==> src/rtl/ssb_uart_pkg.sv <==
// Shared constants for the system-bus UART transmitter:
// register offsets, STATUS/CTRL bit positions and the TX FSM state type.
package ssb_uart_pkg;

  localparam logic [1:0] REG_TXDATA = 2'd0;
  localparam logic [1:0] REG_STATUS = 2'd1;
  localparam logic [1:0] REG_CTRL   = 2'd2;

  localparam int ST_FULL  = 0;
  localparam int ST_EMPTY = 1;
  localparam int ST_BUSY  = 2;
  localparam int ST_OVF   = 3;
  localparam int ST_LVL   = 8;

  localparam int CTRL_PAR = 16;

  typedef enum logic [2:0] {
    IDLE,
    START,
    DATA,
    PARITY,
    STOP
  } uart_tx_state_e;

endpackage

==> src/rtl/ssb_uart_tx_if.sv <==
// System-bus device port: req/we/be/addr/wdata from the host,
// rvalid/rdata back one cycle later. No grant; always ready.
interface ssb_uart_tx_if;

  logic        req_i;
  logic        we_i;
  logic [3:0]  be_i;
  logic [31:0] addr_i;
  logic [31:0] wdata_i;
  logic        rvalid_o;
  logic [31:0] rdata_o;

  modport master (
    output req_i, we_i, be_i, addr_i, wdata_i,
    input  rvalid_o, rdata_o
  );

  modport slave (
    input  req_i, we_i, be_i, addr_i, wdata_i,
    output rvalid_o, rdata_o
  );

endinterface

==> src/rtl/ssb_uart_tx_fifo.sv <==
// Byte FIFO for the UART transmitter. Ports: clk, rst_n, push, pop,
// wdata/rdata (8b), full, empty, level. A push while full succeeds if popped.
module ssb_uart_tx_fifo #(
  parameter int Depth = 8,
  localparam int Aw = $clog2(Depth)
) (
  input  logic        clk,
  input  logic        rst_n,
  input  logic        push,
  input  logic        pop,
  input  logic [7:0]  wdata,
  output logic [7:0]  rdata,
  output logic        full,
  output logic        empty,
  output logic [Aw:0] level
);

  logic [7:0]  mem [Depth];
  logic [Aw:0] wptr;
  logic [Aw:0] rptr;
  logic        wr_en;
  logic        rd_en;

  assign empty = (wptr == rptr);
  assign full  = (wptr[Aw] != rptr[Aw]) &&
                 (wptr[Aw-1:0] == rptr[Aw-1:0]);
  assign level = wptr - rptr;
  assign rdata = mem[rptr[Aw-1:0]];

  assign rd_en = pop & ~empty;
  // the slot being read this cycle is free for the write
  assign wr_en = push & (~full | rd_en);

  always_ff @(posedge clk or negedge rst_n) begin
    if (!rst_n) begin
      wptr <= '0;
      rptr <= '0;
    end else begin
      if (wr_en) wptr <= wptr + 1'b1;
      if (rd_en) rptr <= rptr + 1'b1;
    end
  end

  always_ff @(posedge clk) begin
    if (wr_en) mem[wptr[Aw-1:0]] <= wdata;
  end

endmodule

==> src/rtl/ssb_uart_tx.sv <==
// Memory-mapped 8N1 UART transmitter on the system bus (1-cycle rvalid).
// Ports: clk_i, rst_ni, bus (slave), tx_o, tx_empty_o. Macro UART_TX_PARITY_EN.
module ssb_uart_tx
  import ssb_uart_pkg::*;
#(
  parameter int          FifoDepth   = 8,
  parameter logic [15:0] ClkDivReset = 16'd867
) (
  input  logic         clk_i,
  input  logic         rst_ni,
  ssb_uart_tx_if.slave bus,
  output logic         tx_o,
  output logic         tx_empty_o
);

  localparam int Lw = $clog2(FifoDepth) + 1;

  logic [1:0]     off;
  logic           wr;
  logic           rd;
  logic           push;
  logic           pop;
  logic           fifo_full;
  logic           fifo_empty;
  logic [7:0]     fifo_rdata;
  logic [Lw-1:0]  level;
  logic           ovf_q;
  logic           ovf_set;
  logic           ovf_clr;
  logic [15:0]    clkdiv_q;
  logic           par_q;
  logic           rvalid_q;
  logic [31:0]    rdata_q;
  logic [31:0]    rdata_d;
  logic [31:0]    status;
  logic [31:0]    ctrl;
  uart_tx_state_e state_q;
  uart_tx_state_e state_d;
  logic [15:0]    cnt_q;
  logic [15:0]    cnt_d;
  logic [2:0]     idx_q;
  logic [2:0]     idx_d;
  logic [7:0]     data_q;
  logic [7:0]     data_d;
  logic           tx_q;
  logic           tx_d;
  logic           empty_q;
  logic           bit_end;
  logic           unused;

  assign off = bus.addr_i[3:2];
  assign wr  = bus.req_i & bus.we_i;
  assign rd  = bus.req_i & ~bus.we_i;

  assign push = wr && off == REG_TXDATA && bus.be_i[0];
  assign ovf_clr = wr && off == REG_STATUS &&
                   bus.be_i[0] && bus.wdata_i[ST_OVF];
  // a pop in the same cycle makes room, so no overflow
  assign ovf_set = push & fifo_full & ~pop;

  ssb_uart_tx_fifo #(.Depth(FifoDepth)) u_fifo (
    .clk   (clk_i),
    .rst_n (rst_ni),
    .push  (push),
    .pop   (pop),
    .wdata (bus.wdata_i[7:0]),
    .rdata (fifo_rdata),
    .full  (fifo_full),
    .empty (fifo_empty),
    .level (level)
  );

  always_comb begin
    status = '0;
    status[ST_FULL]   = fifo_full;
    status[ST_EMPTY]  = fifo_empty;
    status[ST_BUSY]   = state_q != IDLE;
    status[ST_OVF]    = ovf_q;
    status[ST_LVL+:8] = 8'(level);
    ctrl = '0;
    ctrl[15:0]     = clkdiv_q;
    ctrl[CTRL_PAR] = par_q;
    rdata_d = '0;
    if (rd) begin
      case (off)
        REG_STATUS: rdata_d = status;
        REG_CTRL:   rdata_d = ctrl;
        default:    rdata_d = '0;
      endcase
    end
  end

  always_ff @(posedge clk_i or negedge rst_ni) begin
    if (!rst_ni) begin
      rvalid_q <= 1'b0;
      rdata_q  <= '0;
      ovf_q    <= 1'b0;
      clkdiv_q <= ClkDivReset;
    end else begin
      rvalid_q <= bus.req_i;
      rdata_q  <= rdata_d;
      ovf_q    <= (ovf_q & ~ovf_clr) | ovf_set;
      if (wr && off == REG_CTRL) begin
        if (bus.be_i[0]) clkdiv_q[7:0]  <= bus.wdata_i[7:0];
        if (bus.be_i[1]) clkdiv_q[15:8] <= bus.wdata_i[15:8];
      end
    end
  end

  assign bus.rvalid_o = rvalid_q;
  assign bus.rdata_o  = rdata_q;

`ifdef UART_TX_PARITY_EN
  logic par_en_q;
  logic par_en_d;

  always_ff @(posedge clk_i or negedge rst_ni) begin
    if (!rst_ni) begin
      par_q    <= 1'b0;
      par_en_q <= 1'b0;
    end else begin
      par_en_q <= par_en_d;
      if (wr && off == REG_CTRL && bus.be_i[2])
        par_q <= bus.wdata_i[CTRL_PAR];
    end
  end

  assign unused = ^{bus.addr_i[31:4], bus.addr_i[1:0],
                    bus.be_i[3], bus.wdata_i[31:17]};
`else
  assign par_q  = 1'b0;
  assign unused = ^{bus.addr_i[31:4], bus.addr_i[1:0],
                    bus.be_i[3:2], bus.wdata_i[31:16]};
`endif

  assign bit_end = (cnt_q == '0);

  always_comb begin
    state_d = state_q;
    cnt_d   = cnt_q;
    idx_d   = idx_q;
    data_d  = data_q;
    pop     = 1'b0;
`ifdef UART_TX_PARITY_EN
    par_en_d = par_en_q;
`endif
    case (state_q)
      IDLE: begin
        if (!fifo_empty) begin
          pop     = 1'b1;
          data_d  = fifo_rdata;
          cnt_d   = clkdiv_q;
          state_d = START;
`ifdef UART_TX_PARITY_EN
          par_en_d = par_q;
`endif
        end
      end
      START: begin
        if (bit_end) begin
          state_d = DATA;
          idx_d   = '0;
          cnt_d   = clkdiv_q;
        end else begin
          cnt_d = cnt_q - 16'd1;
        end
      end
      DATA: begin
        if (bit_end) begin
          cnt_d = clkdiv_q;
          if (idx_q == 3'd7) begin
`ifdef UART_TX_PARITY_EN
            state_d = par_en_q ? PARITY : STOP;
`else
            state_d = STOP;
`endif
          end else begin
            idx_d = idx_q + 3'd1;
          end
        end else begin
          cnt_d = cnt_q - 16'd1;
        end
      end
`ifdef UART_TX_PARITY_EN
      PARITY: begin
        if (bit_end) begin
          state_d = STOP;
          cnt_d   = clkdiv_q;
        end else begin
          cnt_d = cnt_q - 16'd1;
        end
      end
`endif
      STOP: begin
        if (bit_end) begin
          cnt_d = clkdiv_q;
          // chain the next frame with no idle gap
          if (!fifo_empty) begin
            pop     = 1'b1;
            data_d  = fifo_rdata;
            state_d = START;
`ifdef UART_TX_PARITY_EN
            par_en_d = par_q;
`endif
          end else begin
            state_d = IDLE;
          end
        end else begin
          cnt_d = cnt_q - 16'd1;
        end
      end
      default: state_d = IDLE;
    endcase

    // line level of the upcoming cycle, registered below
    tx_d = 1'b1;
    case (state_d)
      START:   tx_d = 1'b0;
      DATA:    tx_d = data_d[idx_d];
`ifdef UART_TX_PARITY_EN
      PARITY:  tx_d = ^data_q;
`endif
      default: tx_d = 1'b1;
    endcase
  end

  always_ff @(posedge clk_i or negedge rst_ni) begin
    if (!rst_ni) begin
      state_q <= IDLE;
      cnt_q   <= '0;
      idx_q   <= '0;
      data_q  <= '0;
      tx_q    <= 1'b1;
      empty_q <= 1'b1;
    end else begin
      state_q <= state_d;
      cnt_q   <= cnt_d;
      idx_q   <= idx_d;
      data_q  <= data_d;
      tx_q    <= tx_d;
      empty_q <= fifo_empty & (state_q == IDLE);
    end
  end

  assign tx_o       = tx_q;
  assign tx_empty_o = empty_q;

endmodule

==> src/flat_wrapper.sv <==
// flat-port wrapper written by rule: the top's interface ports become plain ports
module ssb_uart_tx_flat import ssb_uart_pkg::*;
#(
  parameter int          FifoDepth   = 8,
  parameter logic [15:0] ClkDivReset = 16'd867
)
  (clk_i, rst_ni, tx_o, tx_empty_o, bus_req_i, bus_we_i, bus_be_i, bus_addr_i, bus_wdata_i, bus_rvalid_o, bus_rdata_o);
  ssb_uart_tx_if bus_i ();
  input  logic clk_i;
  input  logic rst_ni;
  output logic tx_o;
  output logic tx_empty_o;
  input wire logic [$bits(bus_i.req_i)-1:0] bus_req_i;
  input wire logic [$bits(bus_i.we_i)-1:0] bus_we_i;
  input wire logic [$bits(bus_i.be_i)-1:0] bus_be_i;
  input wire logic [$bits(bus_i.addr_i)-1:0] bus_addr_i;
  input wire logic [$bits(bus_i.wdata_i)-1:0] bus_wdata_i;
  output wire logic [$bits(bus_i.rvalid_o)-1:0] bus_rvalid_o;
  output wire logic [$bits(bus_i.rdata_o)-1:0] bus_rdata_o;
  assign bus_i.req_i = bus_req_i;
  assign bus_i.we_i = bus_we_i;
  assign bus_i.be_i = bus_be_i;
  assign bus_i.addr_i = bus_addr_i;
  assign bus_i.wdata_i = bus_wdata_i;
  assign bus_rvalid_o = bus_i.rvalid_o;
  assign bus_rdata_o = bus_i.rdata_o;
  ssb_uart_tx #(.FifoDepth(FifoDepth), .ClkDivReset(ClkDivReset)) u_core (.clk_i(clk_i), .rst_ni(rst_ni), .bus(bus_i), .tx_o(tx_o), .tx_empty_o(tx_empty_o));
endmodule
==> config.mk <==
export PLATFORM = sky130hd
export DESIGN_NAME = ssb_uart_tx_flat
export DESIGN_NICKNAME = d
export VERILOG_FILES = /design/src/rtl/ssb_uart_pkg.sv /design/src/rtl/ssb_uart_tx_if.sv /design/src/rtl/ssb_uart_tx_fifo.sv /design/src/rtl/ssb_uart_tx.sv /design/src/flat_wrapper.sv
export SDC_FILE = /design/constraint.sdc
export NUM_CORES = 1
export LEC_CHECK = 0
export CAP_MARGIN = 20
export CORE_MARGIN = 2
export CORE_UTILIZATION = 50
export CTS_BUF_LIST = sky130_fd_sc_hd__clkbuf_8
export CTS_CLUSTER_DIAMETER = 200
export DETAILED_ROUTE_END_ITERATION = 7
export GPL_TIMING_DRIVEN = 0
export PLACE_DENSITY = 0.87
export REMOVE_ABC_BUFFERS = 1
export SLEW_MARGIN = 40
export SYNTH_ARGS = -nofsm -noshare
export SYNTH_HDL_FRONTEND = slang
export SYNTH_SLANG_ARGS = --single-unit
==> constraint.sdc <==
create_clock -name clk_i -period 3.5 [get_ports clk_i]
set_clock_uncertainty 0.2 [all_clocks]
set_input_delay 0.875 -clock clk_i [delete_from_list [all_inputs] [get_ports clk_i]]
set_output_delay 0.875 -clock clk_i [all_outputs]
set_load 0.005 [all_outputs]
==> flow_summary.toml <==
[global_routing]
use_met3 = 0.0361
grt_use_met2 = 0.367
grt-ovfl-total = 0
antenna_found_initial = 0
grt_pass1_wl_um = 21700
grt_max_degree = 55
grt_pass1_vias = 4107
grtUsageMet1 = 0.281
busiest_layer = "met2"
grtUsageTotal = 0.214

[place]
place.gp.congestion = 0.889
placed_cell_area_sq_um = 6780
dp.final_hpwl_um = 8480
place_worst_setup_slack_ns = -0.808
portBuffers = 42

[cts]
hold_buffers = 0
htree_levels = 4
clk_pin_slew_ns = 0.08
clock-sinks = 138
clk_path_buf_depth = 2
tritoncts = "yes"
root_buffer = "clkbuf_8"
clock_latency_ns = 0.44
cts_made_buffers = 17

[power]
swShare = 0.333
comb_power_share = 0.269
worst_ir_drop_vdd_mv = 0.513
p_sw_mw = 1.62
internal_power_mw = 3.25
power_frac_seq = 0.470
pwr-share-clk = 0.260
p_leak_nw = 2.97
power_mw = 4.87
power_density_nw_per_um2 = 660

[flow_run]
max_cap_viol_count = 0

[logic_synthesis]
synth_edf_count = 64
yosysWarningCount = 0
syn_avg_cell_area_sq_um = 12.9
syn_area_sq_um = 6220
yosysSeqAreaShare = 0.608
async_reset_ff_frac = 0.536
postSynthCellCount = 481
synth_cell_types = 50
ys_ff_latch = 138
synthFlopType = "dfrtp_1"

[worst_setup_path]
crit_required_ns = 3.66
rr_startpoint = "u_core.cnt_q[0]$_DFFE_PN0P_"
cp.arrival_ns = 3.66
start_kind = "flip-flop"
r2r_slack_ns = -0.003
timing.rr.end = "u_core.tx_o$_DFF_PN1_"
end_kind = "flip-flop"
reg2reg_depth = 11
timing_worst_setup_path_type = "reg -> reg"
worstPathMaxFanout = 6

[timing]
worst_pin_slew_ns = 0.644
relSlewSlack = 0.570
fmax_mhz = 285
final-setup-viol-count = 1
final-hold-violation-count = 0
slew_violations = 0
period_minus_slack_ns = 3.50
finalCritPeriodShare = 1.00
setup_slack_ns = -0.00316
fin_setup_tns_ns = -0.00316
rsz0062_at_grt = "yes"

[floorplanning]
design.die.area_sq_um = 13300
fp-row-count = 40
core_sq_um = 12100
pin_count = 107
die_h_um = 116
start_util = 0.516
die_w_um = 116

[run_status]
violations = "setup timing"
status = "complete, but fails checks"

[final_layout]
layout-drive-gt1-share = 0.215
final_nets = 624
diodes = 0
syn_to_final_growth_pct = 18.6
final_area_sq_um = 7380
regArea_sq_um = 3790
multi_input_area_sq_um = 2300
n_fill_cell = 856

[routing]
drt-total-wl_um = 13500
route.vias.total = 4088
drt-wirelength-per-cell_um = 18.7
drc = 0
drtAntennaViolNets = 0
first_pass_iters = 7
drt_iter0_drc = 382
via_per_inst = 5.66

[hold_path]
hold_path.class = "in -> async"
cells in the final DEF, fill, tap and decap left out, types with 3 or more instances in the layout:
| cell type | count |
|---|---|
| ha_1 | 9 |
| mux4_2 | 16 |
| nor2_1 | 24 |
| inv_1 | 30 |
| buf_4 | 10 |
| clkdlybuf4s50_1 | 41 |
| dfrtp_1 | 63 |
| nand2_1 | 24 |
| conb_1 | 16 |
| xnor2_1 | 5 |
| mux2i_1 | 14 |
| a21oi_1 | 20 |
| nor2b_1 | 7 |
| nand2b_1 | 6 |
| nor2_4 | 6 |
| clkinv_2 | 3 |
| a22oi_1 | 10 |
| nor3_1 | 13 |
| edfxtp_1 | 64 |
| clkbuf_8 | 17 |
| dfrtp_2 | 3 |
| o21ai_0 | 36 |
| and2_1 | 9 |
| inv_6 | 3 |
| xor2_1 | 5 |
| or3_1 | 8 |
| buf_2 | 4 |
| dfstp_2 | 8 |
| clkinv_4 | 4 |
| mux2_2 | 19 |
| mux2_1 | 5 |
| inv_2 | 3 |
| and3_1 | 3 |
worst max-delay path: stages (launching register included):
cell and delay, ns:
dfrtp_1 0.40, inv_2 0.08, ha_4 0.15, or4b_4 0.48
or4_4 0.49, a2111oi_4 0.34, buf_4 0.21, mux2_1 0.34
mux2i_1 0.18, mux2i_1 0.09, mux2_4 0.31, a21oi_4 0.14
power groups by stage:
| stage | Combinational (mW) | Clock, mW | Sequential (mW) |
|---|---|---|---|
| after floorplan | 0.878 | 0 | 2.20 |
| after global placement | 1.09 | 0 | 2.28 |
| after detailed placement | 1.17 | 0 | 2.31 |
| after CTS | 1.27 | 1.27 | 2.28 |
| after global routing | 1.44 | 1.33 | 2.33 |
| final | 1.31 | 1.27 | 2.29 |
per-layer routing:
layer | part of all wire | vias to the layer above
met3 | 0.056 | 25
met2 | 0.52 | 177
li1 | - | 1825
met5 | 0 | -
met4 | 0.019 | 0
met1 | 0.41 | 2061
registers in the layout, indices dropped and copies added, names as in the netlist:
signal / flops
u_core.bus.rdata_o: 16
u_core.bus.rvalid_o: 1
u_core.clkdiv_q: 16
u_core.cnt_q: 16
u_core.data_q: 8
u_core.idx_q: 3
u_core.ovf_q: 1
u_core.state_q: 3
u_core.tx_empty_o: 1
u_core.tx_o: 1
u_core.u_fifo.mem: 64
u_core.u_fifo.rptr: 4
u_core.u_fifo.wptr: 4
cell families (layout without fill, tap and decap cells):
group,Yosys count,count (layout),synth area share
other,1,16,0.000603
AND/OR/NAND/NOR,122,122,0.0998
multiplexers,55,55,0.126
XOR/XNOR,10,10,0.0141
flip-flops,138,138,0.608
AO/OA/AOI/OAI,80,80,0.0773
buffers and inverters,64,122,0.0509
adder cells (fa/ha/maj),11,11,0.0233
cell type report:
cell class                      instances  area share
Tap cell                              168      0.0285
Sequential cell                       138       0.513
Multi-Input combinational cell        294       0.311
Clock inverter                         15      0.0205
Clock buffer                           17      0.0317
Timing Repair Buffer                   59      0.0792
Inverter                               31      0.0158
how the worst max path moves through the flow:
stage / start / to / slack [ns] / cells after the start
after floorplan: u_core.cnt_q[0]$_DFFE_PN0P_ / u_core.tx_o$_DFF_PN1_ / -0.19 / 10
after global placement: rst_ni / u_core.cnt_q[1]$_DFFE_PN0P_ / -1.05 / 1
after detailed placement: u_core.cnt_q[0]$_DFFE_PN0P_ / u_core.tx_o$_DFF_PN1_ / -0.81 / 10
after CTS: u_core.cnt_q[0]$_DFFE_PN0P_ / u_core.tx_o$_DFF_PN1_ / 0.004 / 11
after global routing: u_core.cnt_q[0]$_DFFE_PN0P_ / u_core.tx_o$_DFF_PN1_ / -0.08 / 11
final: u_core.cnt_q[0]$_DFFE_PN0P_ / u_core.tx_o$_DFF_PN1_ / -0.003 / 11
cells in the mapped netlist, types with 6 or more instances:
cell type,instances,area share
a21oi_1,22,0.018
a22oi_1,10,0.012
and2_1,9,0.0091
buf_4,16,0.019
clkbuf_1,13,0.0078
dfrtp_1,66,0.27
dfstp_2,8,0.034
edfxtp_1,64,0.31
ha_1,10,0.020
inv_1,30,0.018
mux2_2,20,0.036
mux2i_1,14,0.023
mux4_2,16,0.058
nand2_1,26,0.016
nand2b_1,6,0.0060
nor2_1,30,0.018
nor2b_1,7,0.0070
nor3_1,15,0.012
o21ai_0,36,0.029
or3_1,8,0.0080
per-stage QoR:
step,hold slack (ns),util,std cells
6_report,0.0648,0.612,722
4_1_cts,0.0595,0.610,722
3_5_place_dp,0.288,0.562,679
3_3_place_gp,0.264,0.556,673
2_1_floorplan,0.249,-,463
5_1_grt,0.0664,0.612,722
repair_timing:
action                     in CTS  in global routing
pin swaps                       6                  0
setup endpoints to repair      82                 15
buffers inserted               11                  0
resized for setup              22                  4
No activity file was read; power rests on OpenSTA's default activity.
==> edit, RTL diff (same settings) <==
Register the output `tx_o` once more, without a reset; this adds one clock of latency there. The other outputs are not delayed to match.
--- a/src/rtl/ssb_uart_tx.sv
+++ b/src/rtl/ssb_uart_tx.sv
@@ -242,7 +242,9 @@
     end
   end
 
-  assign tx_o       = tx_q;
+  always_ff @(posedge clk_i) begin
+    tx_o <= tx_q;
+  end
   assign tx_empty_o = empty_q;
 
 endmodule
Formal check against the unedited RTL: not equivalent (a bounded check fails within 4 cycles, from zero or initial values and one cycle with rst_ni low).
==> edit against the original RTL <==
- utilization fell by 0.44 points
- design area fell by 0.31%
- sequential power rose by 3%
- sequential cell count rose by 1
- area after synthesis rose by 0.60%
- setup slack improved by 0.16 ns
- via count rose by 1.3%
- total power rose by 3.1%
- combinational power fell by 15%
- routed wire length fell by 3.8%
- count of clock-buffer cells in the layout did not move
- maximum frequency rose by 4.9%
- largest cell class unchanged
- highest routed layer unchanged
==> edit: results (changes against the original RTL) <==
outcome=finished, final reports clean; CTS max path bufs=2 (unchanged); Routed WL per cell=18.11 um (-3.2%); Area after DPL=0.006808 mm2 (+0.39%); total track usage=20.75% (-0.68 points); dominant synthesized flop cell=dfrtp_1; port bufs=42 (unchanged); drt first pass iters=5 (-2); Switching Share=31.16% (-2.1 points); ranking of synthesized cells by area=edfxtp_1, dfrtp_1, mux4_2; Worst-path clk slew=0.07 ns; vias in the first global route=4146 (+0.95%); GP Congestion=0.9277 (+4.4%); share of cells above drive strength 1=19.67% (-1.8 points); Hold/Removal Path Class=in -> async; DRT iter0 DRCs=495 (+30%); fin util=60.74% (-0.44 points); CP required=3.44 ns (-0.22 ns); Yosys warnings=0 (unchanged); final net count=619 (-0.80%); antenna violations before repair=0 (unchanged); CP Max Fanout=10 (+4); actual slew at the worst max-slew pin=0.7946 ns (+0.1502 ns); Non-Filler Instances=717 (-0.69%); Skew-Pair Late Insertion Delay=0.45 ns; Hold Slack=0.1150 ns (+0.05013 ns); ANT cells=0 (unchanged); Unique masters post-synth=62 (+24%); max FFs per register=64 (unchanged); total CTS buffers=17 (unchanged); leading cell types by count after synthesis=dfrtp_1, edfxtp_1, nand2_1; dpl hpwl=8814 um (+3.9%); H-tree depth=4 (unchanged); sequential-to-total area share from yosys stat=60.79% (about the same); largest net degree at the start of global routing=39 (-29%); Period minus WS final=3.340 ns (-0.1635 ns); Synth async-reset ratio=53.24% (-0.39 points); LEAKAGE=0.002859 uW (-3.6%); Post-synth EDFFs=64 (unchanged); Placed Cells=683 (+0.59%); peak supply drop=404.4 uV (-21%); worst slack, placed=-0.1688 ns (+0.6389 ns); CTS Root Cell=clkbuf_8; post-synthesis average cell area=12.80 um2 (-1.0%); Layout fillers=887 (+3.6%); via/cell ratio=5.774 (+2.0%); first-pass GRT wire length=21050 um (-3.0%)
edit: cell count changes in the layout (fill, tap and decap cells not counted), moves of 5 or more:
cell     delta
nand2_1    +28
o21ai_0    -17
nor3_1      -9
a21oi_1     +8
inv_1       -8
nand3_1     +8
buf_4       -7
o22ai_1     +7
mux2i_1     -6
nor2_4      -6
or3_1       -6
mux2_1      -5
edit: logic make-up (layout without fill, tap and decap cells):
logic type	count (synthesis)	after routing	synth area share (%)
AOI/OAI and AO/OA	84	84	8.678
xor gates and xnor gates	9	9	1.260
adders and majority gates	11	11	2.320
DFF	139	139	60.79
and+or+nand+nor	144	144	11.84
muxes	43	43	10.46
other	1	16	0.05993
buffers and inverters	58	103	4.599
edit: timing repair:
action | 4_1_cts | 5_1_grt
setup endpoints to repair | 63 | 48
endpoints found under the hold margin | 0 | 0
pin swaps | 0 | 1
resized for setup | 5 | 9
buffers inserted | 0 | 2
edit: cell type report:
cell class	count	area share [%]
multi-input combinational	307	31.16
clock buffer	17	3.180
inverter	24	1.293
timing repair buffer	47	6.378
tap	168	2.857
sequential	139	51.82
clock inverter	15	3.316
edit: path summary, 6_finish.rpt:
path                            cells after the start                                 to                         from
min in group clk_i                                  0                u_core.tx_o$_DFF_P_        u_core.tx_q$_DFF_PN1_
worst min-delay path                                1       u_core.cnt_q[14]$_DFFE_PN0P_                       rst_ni
worst max register to register                      9  u_core.u_fifo.mem[7][7]$_DFFE_PP_  u_core.cnt_q[0]$_DFFE_PN0P_
max in group asynchronous                           2     u_core.clkdiv_q[1]$_DFFE_PN1P_                       rst_ni
worst min register to register                      0                u_core.tx_o$_DFF_P_        u_core.tx_q$_DFF_PN1_
worst max-delay path                                9  u_core.u_fifo.mem[7][7]$_DFFE_PP_  u_core.cnt_q[0]$_DFFE_PN0P_
edit: power by group through the flow:
stage | clock network (uW) | logic [uW] | registers (uW)
global placement | 0 | 1030 | 2320
CTS | 1560 | 1100 | 2330
detailed placement | 0 | 1090 | 2350
global route | 1620 | 1250 | 2390
floorplan | 0 | 818 | 2240
finish | 1540 | 1120 | 2360
edit: worst max-delay path, cell delays in order, from the launching register on:
cell and delay (ns):
dfrtp_1 0.42, inv_1 0.09, ha_1 0.20, nor3b_2 0.31
nand4_4 0.24, nand2_1 0.21, a21boi_0 0.22, or2_2 0.47
or3_1 0.45, clkinvlp_4 0.22
edit: routing by layer:
| metal | global-route usage, % | share of wire [%] |
|---|---|---|
| met4 | 9.524 | 2.7 |
| met1 | 27.05 | 41 |
| met5 | 0 | 0 |
| met2 | 33.92 | 50 |
| met3 | 4.132 | 6.5 |
